===== src/rtl/id_ex_pipe_reg.sv =====
// ID/EX pipeline register with valid/ready handshake, flush and write-enable gating.
// Define ID_EX_SKID_EN for a two-entry skid buffer with a registered in_ready.
module id_ex_pipe_reg #(
   parameter int unsigned DATA_W = 32,
   parameter int unsigned ADDR_W = 5,
   parameter int unsigned OP_W   = 8
) (
   input  logic              clk,
   input  logic              rst,
   input  logic              flush,
   input  logic              in_valid,
   output logic              in_ready,
   input  logic [DATA_W-1:0] in_op1,
   input  logic [DATA_W-1:0] in_op2,
   input  logic              in_we,
   input  logic [ADDR_W-1:0] in_waddr,
   input  logic [OP_W-1:0]   in_op,
   output logic              out_valid,
   input  logic              out_ready,
   output logic [DATA_W-1:0] out_op1,
   output logic [DATA_W-1:0] out_op2,
   output logic              out_we,
   output logic [ADDR_W-1:0] out_waddr,
   output logic [OP_W-1:0]   out_op,
   output logic [1:0]        count
);

   typedef struct packed {
      logic              we;
      logic [ADDR_W-1:0] waddr;
      logic [OP_W-1:0]   op;
      logic [DATA_W-1:0] op1;
      logic [DATA_W-1:0] op2;
   } entry_t;

   entry_t     in_ent;
   entry_t     head_q, head_d;
   logic [1:0] count_q, count_d;
   logic       accept, pop;

   always_comb begin
      in_ent.we    = in_we;
      in_ent.waddr = in_waddr;
      in_ent.op    = in_op;
      in_ent.op1   = in_op1;
      in_ent.op2   = in_op2;
   end

   assign out_valid = (count_q != 2'd0);
   assign accept    = in_valid & in_ready;
   assign pop       = out_valid & out_ready;

`ifdef ID_EX_SKID_EN
   entry_t skid_q, skid_d;
   logic   rdy_q, rdy_d;

   // Registered ready; rst only masks it so nothing is credited during reset.
   assign in_ready = rdy_q & ~rst;

   always_comb begin
      head_d  = head_q;
      skid_d  = skid_q;
      count_d = count_q;
      if (rst || flush) begin
         head_d  = '0;
         skid_d  = '0;
         count_d = 2'd0;
      end else begin
         case ({accept, pop})
            2'b11: begin
               if (count_q == 2'd2) begin
                  head_d = skid_q;
                  skid_d = in_ent;
               end else begin
                  head_d = in_ent;
               end
            end
            2'b10: begin
               if (count_q == 2'd0) head_d = in_ent;
               else                 skid_d = in_ent;
               count_d = count_q + 2'd1;
            end
            2'b01: begin
               head_d  = skid_q;
               skid_d  = '0;
               count_d = count_q - 2'd1;
            end
            default: ;
         endcase
      end
      rdy_d = (count_d != 2'd2);
   end

   always_ff @(posedge clk) begin
      skid_q <= skid_d;
      rdy_q  <= rdy_d;
   end
`else
   assign in_ready = ~rst & (~out_valid | out_ready);

   always_comb begin
      head_d  = head_q;
      count_d = count_q;
      if (rst || flush) begin
         head_d  = '0;
         count_d = 2'd0;
      end else begin
         case ({accept, pop})
            2'b11, 2'b10: begin
               head_d  = in_ent;
               count_d = 2'd1;
            end
            2'b01: begin
               head_d  = '0;
               count_d = 2'd0;
            end
            default: ;
         endcase
      end
   end
`endif

   always_ff @(posedge clk) begin
      head_q  <= head_d;
      count_q <= count_d;
   end

   // Payload is forced to zero whenever nothing is presented.
   assign out_op1   = out_valid ? head_q.op1   : '0;
   assign out_op2   = out_valid ? head_q.op2   : '0;
   assign out_waddr = out_valid ? head_q.waddr : '0;
   assign out_op    = out_valid ? head_q.op    : '0;
   assign out_we    = out_valid & head_q.we;
   assign count     = count_q;

endmodule

===== config.mk =====
export PLATFORM = sky130hd
export DESIGN_NAME = id_ex_pipe_reg
export DESIGN_NICKNAME = d
export VERILOG_FILES = /design/src/rtl/id_ex_pipe_reg.sv
export SDC_FILE = /design/constraint.sdc
export NUM_CORES = 1
export LEC_CHECK = 0
export ABC_AREA = 1
export CORE_ASPECT_RATIO = 1.1
export CORE_MARGIN = 2
export CORE_UTILIZATION = 40
export DETAILED_ROUTE_END_ITERATION = 10
export PLACE_DENSITY = 0.79
export SYNTH_ARGS = -nofsm -noshare
export SYNTH_HDL_FRONTEND = slang
export SYNTH_SLANG_ARGS = --single-unit

===== constraint.sdc =====
create_clock -name clk -period 2.8 [get_ports clk]
set_input_delay 0.56 -clock clk [delete_from_list [all_inputs] [get_ports clk]]
set_output_delay 0.56 -clock clk [all_outputs]
set_load 0.02 [all_outputs]

==> key figures, run 1 <==
Route
  – ANT nets after route: 0
  – Vias per cell: 5.41
  – DR pass1 iterations: 5
  – # DRC: 0
  – Routed length per placed instance: 14.3 um
  – Max layer used: met4
  – M1 wire length: 4710 um
  – Post-Route WL: between 10000 and 15000 um
  – DR vias: 4239
  – Metal2 WL: between 5000 and 6000 um
  – DR WL met3: roughly 1000 um
  – DRT iter0 DRCs: 316

Setup path
  – FF-to-FF End: head_q[21]
  – Endpoint kind of the worst setup timing path: primary output
  – Data required, critical path: between 2 and 2.5 ns
  – CP arrival: 1.97 ns
  – FF-to-FF path depth: 6
  – Worst setup path start: count[0]
  – Kind of critical path: register to primary output
  – R2R Setup Slk: 1.04 ns
  – CP Launch Type: register
  – Worst Setup EP: out_op2[23]
  – Reg-to-reg startpoint: count[0]
  – Worst-path maximum fanout: 74

Synth
  – Top cells by area, synth: dfxtp_1 42%, nand4_1 13%, a21oi_1 11%, nand3_1 10%, inv_1 7.7%
  – Syn Area/Cell: 7.02 um^2
  – Most frequent cell after synthesis: a21oi_1
  – Seq/Total Area, Yosys: 0.418
  – Yosys warns: 0
  – Post-synth top cells: 80 x a21oi_1, 79 x dfxtp_1
  – Distinct cells, synth: 16
  – Post-synth ARST share: 0
  – Share of the synthesized area in the top cell type: 0.418
  – Most used DFF post-synth: dfxtp_1
  – Mapped Area: 3790 um^2
  – Yosys reg bits: 79
  – Mapped Cells: 539
  – Syn nets: 622
  – Post-synth EDFFs: 0
  – Leading area contributor after synthesis: dfxtp_1

Layout
  – Layout cells sized above 1: 0.0510
  – Non-Filler Instances: 784
  – Final core occ: 0.598
  – Final #Nets: 745
  – Post-route design area: 5560 um^2
  – Ant. Diodes: 0
  – Area added between synthesis and finish: 46.9%

GRT
  – Largest net degree at the start of global routing: 80
  – Global-route wire length before repair: 18500 um
  – Initial antenna violation count: 0
  – Vias in the first global route: 4026
  – Congestion Overflow GR: 0
  – GRT Util Overall: 0.212

Clocking
  – H-tree Lvls: 3
  – CTS tree: yes
  – Clock slew seen by the registers of the worst setup and hold paths: 0.07 ns
  – Clk sinks: 79
  – Hold Buf Count CTS: 0
  – CTS root buf: clkbuf_8
  – Setup repair bufs after CTS: 0
  – Clock latency on the worst-skew pair: 0.34 ns
  – Num CTS Buffers: 9
  – Post-cts sizing count: 0
  – Max Buffers Root-to-Sink: 2

Floorplan
  – Core ar.: 9310 um^2
  – Io pins: 165
  – Total die area: 10300 um^2
  – Core Rows: 37
  – Chip height: 106 um
  – Die W: 96.8 um
  – Initial core utilization: 0.407

Pwr
  – Pleak: roughly 2.4 nW
  – Pwr/cell area: 402 nW/um^2
  – Power Total: 2.24 mW
  – Worst VDD drop: 0.000249 V

Timing
  – RSZ-0062 raised after global routing: no
  – Fin Hold WS: between 0.4 and 0.5 ns
  – Relative slew margins: 0.444
  – Final hold viol count: 0
  – Period utilization: 0.902
  – Final min period: approximately 2.5 ns
  – F_max: 396 MHz
  – Max-slew violation count: 0
  – Post-route setup slack: 0.273 ns
  – Slew of the pin with the lowest slew margin: 0.834 ns
  – Final total negative setup slack: 0 ns
  – Final Skew: between 0.007 and 0.008 ns
  – Final setup violation count: 0

Placed design
  – Placed Area: 5380 um^2
  – Gpl congestion: ~0.77
  – Dpl cells: 768
  – I/O Buffers: 163
  – Setup WS pre-CTS: 0.355 ns
  – HPWL Detailed: just under 7000 um

Min path
  – Hold Crit Class: register to register
  – Min-delay src: head_q[63]

Run
  – Maxcap violations: 0

Status
  – Status: finished, final reports clean
## how the worst min path moves through the flow
stage,end,slack [ns],cells after the start
after floorplan,head_q[31],0.45,2
after global placement,head_q[15],0.47,2
after detailed placement,head_q[32],0.47,2
after CTS,head_q[32],0.48,2
after global routing,head_q[35],0.50,2
final,head_q[63],0.48,2
## logic make-up (layout without fill, tap and decap cells)
kind of cell    count (synthesis)  in the layout  share of synthesized area
compound gates                 80             80                      0.106
buf+inv                       141            269                      0.157
flops                          79             79                      0.418
other cells                     1              1                   0.000990
simple gates                  238            238                      0.318
## metal layers
metal,GRT usage,vias up
met5,0,-
met4,0.0674,0
met3,0.0598,14
met2,0.360,191
met1,0.261,1986
li1,-,2048
## state kept, by name, indices dropped and copies added, names as in the netlist
register,count
count,1
head_q,78
## worst max-delay path, stage by stage, from the launching register on
cell             delay (ns)
dfxtp_2                0.45
buf_12                 0.31
nand2_1                0.11
inv_1                  0.08
clkdlybuf4s50_1        0.62
## layout make-up
cell class	instances	area (um^2)
flip-flops and latches	79	1580
clock inverters	5	32.5
well taps	117	146
fillers	824	3740
multi-input cells	319	1610
repair buffers	173	1740
inverters	80	300
clock buffers	11	151
## layout by cell type (no fill, tap or decap)
cell type and instances:
a21oi_1 80, buf_12 3, nand2_4 1, dfxtp_2 1, nand3_2 1, buf_2 1
dfxtp_1 78, clkinvlp_4 3, conb_1 1, clkdlybuf4s50_1 162, inv_1 78, nand2_1 78
or2_2 1, clkinv_2 2, nand2_2 1, inv_2 2, buf_4 7, nand3_1 78
nand4_1 78, clkbuf_8 11
## power by group
group / internal, mW / switching (mW) / leakage [nW] / total [mW]
clock network: 0.367 / 0.409 / 0.0873 / 0.777
logic: 0.152 / 0.149 / 1.70 / 0.301
registers: 1.15 / 0.0137 / 0.641 / 1.16
Power figures use the tool's default switching activity.
==> run 2, diff against run 1 <==
CORE_UTILIZATION = 46   (was 40)
PLACE_DENSITY = 0.88   (was 0.79)
==> run 2 against run 1 <==
Clock power barely moved. Setup slack improved by 0.0060 ns. Sequential share of layout area fell by 0.083 points. Core utilization rose by 10 points. Final cell count fell by 1.5%. Wire length rose by 3.6%. Power rose by 0.25%. Clock skew fell by 0.00053 ns. Largest cell class unchanged. Global-route usage rose by 4.2 points. Hold slack improved by 0.00079 ns. Die area fell by 13%.
==> key figures, run 2 (same netlist as run 1, synthesis figures left out) <==
Setup path
  – FF-to-FF path depth: 6 (unchanged)
  – Endpoint kind of the worst setup timing path: primary output
  – CP arrival: 1.96 ns (about the same)
  – Worst-path maximum fanout: 19 (-74%)
  – Data required, critical path: 2.24 ns (about the same)
  – Reg-to-reg startpoint: count[0]
  – Kind of critical path: register to primary output
  – FF-to-FF End: head_q[77]
  – R2R Setup Slk: 0.87 ns (-0.17 ns)
  – CP Launch Type: register

Timing
  – Relative slew margins: 0.623 (+0.179)
  – Slew of the pin with the lowest slew margin: 0.566 ns (-0.268 ns)
  – Max-slew violation count: 0 (unchanged)
  – Final min period: 2.52 ns (-0.00603 ns)
  – Final hold viol count: 0 (unchanged)
  – Final setup violation count: 0 (unchanged)
  – RSZ-0062 raised after global routing: no
  – Period utilization: 0.900 (-0.00215)
  – Final Skew: 0.00720 ns (-0.000535 ns)
  – Final total negative setup slack: 0 ns (unchanged)
  – F_max: 397 MHz (+0.24%)

Route
  – # DRC: 0 (unchanged)
  – Vias per cell: 5.49 (+1.5%)
  – Post-Route WL: 11700 um (+3.6%)
  – DR vias: 4237 (-0.047%)
  – Routed length per placed instance: 15.1 um (+5.2%)
  – DRT iter0 DRCs: 302 (-4.4%)
  – DR pass1 iterations: 4 (-1)
  – ANT nets after route: 0 (unchanged)

Pwr
  – Power Total: 2.24 mW (+0.25%)
  – Pleak: 2.44 nW (+0.63%)
  – Sequential Power Share: 0.518 (about the same)
  – Sw frac: 0.243 (-0.0128)
  – Pwr/cell area: 402 nW/um^2 (about the same)
  – Worst VDD drop: 0.000221 V (-11%)
  – Switch Pwr: 0.545 mW (-4.8%)
  – P_int: 1.70 mW (+2.0%)
  – Clk network pwr share: 0.346 (about the same)
  – Comb power frac: 0.136 (+0.002)

Floorplan
  – Core Rows: 34 (-8.1%)
  – Chip height: 99.2 um (-6.5%)
  – Die W: 90.5 um (-6.5%)
  – Io pins: 165 (unchanged)
  – Core ar.: 7960 um^2 (-15%)
  – Initial core utilization: 0.476 (+0.0691)
  – Total die area: 8970 um^2 (-13%)

Min path
  – Hold Crit Depth: 2 (unchanged)
  – Min-delay src: head_q[0]
  – Hold Crit Class: register to register
  – Hold path endpoint: head_q[0]

Clocking
  – Clock latency on the worst-skew pair: 0.33 ns (about the same)
  – Clk sinks: 79 (unchanged)
  – Clock slew seen by the registers of the worst setup and hold paths: 0.07 ns (about the same)
  – Post-cts sizing count: 0 (unchanged)
  – H-tree Lvls: 3 (unchanged)
  – Setup repair bufs after CTS: 0 (unchanged)
  – Num CTS Buffers: 9 (unchanged)
  – CTS tree: yes
  – Max Buffers Root-to-Sink: 2 (unchanged)
  – Hold Buf Count CTS: 0 (unchanged)
  – CTS root buf: clkbuf_8

Placed design
  – I/O Buffers: 163 (unchanged)
  – Gpl congestion: 0.779 (+1.3%)
  – HPWL Detailed: 7530 um (+8.3%)
  – Placed Area: 5400 um^2 (+0.49%)

Layout
  – Most common cell after layout, fill and taps aside: clkdlybuf4s50_1
  – Area added between synthesis and finish: 47.3%
  – Post-route design area: 5580 um^2 (+0.29%)
  – Final core occ: 0.701 (+0.103)
  – Commonest non-fill, non-tap cells in the layout: 162 x clkdlybuf4s50_1, 80 x a21oi_1
  – Max reg flops: 78 (unchanged)
  – Most flops, register: head_q
  – Final #Nets: 745 (unchanged)
  – Layout cells sized above 1: 0.0467 (-0.00429)
  – Ant. Diodes: 0 (unchanged)

GRT
  – Largest net degree at the start of global routing: 80 (unchanged)
  – Vias in the first global route: 3942 (-2.1%)
  – Initial antenna violation count: 0 (unchanged)
  – Global-route wire length before repair: 19000 um (+2.3%)
  – GRT Util Overall: 0.254 (+0.0421)
  – Congestion Overflow GR: 0 (unchanged)

Status
  – Status: finished, final reports clean

Run
  – Maxcap violations: 0 (unchanged)
[run 2: power by group through the flow]
stage	clock network (mW)	registers, mW	logic [mW]
2_1_floorplan	0	1.18	0.147
3_3_place_gp	0	1.19	0.298
3_5_place_dp	0	1.19	0.301
4_1_cts	0.798	1.16	0.302
5_1_grt	0.844	1.17	0.326
6_report	0.776	1.16	0.305
[run 2: final cells by class]
type,instances,area [um^2]
fillers,639,2380
repair buffers,173,1780
inverters,80,300
clock inverters,4,50.0
clock buffers,9,124
multi-input cells,319,1610
well taps,108,135
flip-flops and latches,79,1580
[run 2: routing by layer]
metal / vias up / wire [um] / global-route usage
li1: 2045 / - / -
met1: 1984 / 4830 / 0.326
met2: 197 / 5810 / 0.432
met3: 11 / 878 / 0.0538
met4: 0 / 139 / 0.0793
met5: - / 0 / 0
[run 2: worst max-delay path, cell delays in order (launching register included)]
cell and delay, ns:
dfxtp_2 0.59, buf_4 0.28, nand2_1 0.08, inv_1 0.06, clkdlybuf4s50_1 0.62
[run 2: how the worst max path moves through the flow]
stage               slack, ns       from          end  cells after the start
global route             0.21   count[0]   out_op1[5]                      4
detailed placement       0.37  out_ready     in_ready                      4
floorplan                1.05   count[0]    out_op[0]                      5
global placement         0.36  out_ready     in_ready                      4
CTS                      0.27   count[0]  out_op1[10]                      4
finish                   0.28   count[0]  out_op2[30]                      4
[run 2: metrics by stage]
| stage | instances | worst slack [ns] | hold WS (ns) |
|---|---|---|---|
| final | 772 | 0.279 | 0.481 |
| after global routing | 772 | 0.205 | 0.503 |
| after CTS | 772 | 0.267 | 0.482 |
| after detailed placement | 759 | 0.366 | 0.472 |
| after global placement | 759 | 0.364 | 0.468 |
| after floorplan | 539 | 1.05 | 0.454 |
==> run 3, diff against run 2 <==
ABC_CLOCK_PERIOD_IN_PS = 2800   (was not set)
SLEW_MARGIN = 5   (was not set)
==> results of run 3 <==
Final layout, timing and power as in run 2 (identical DEF).
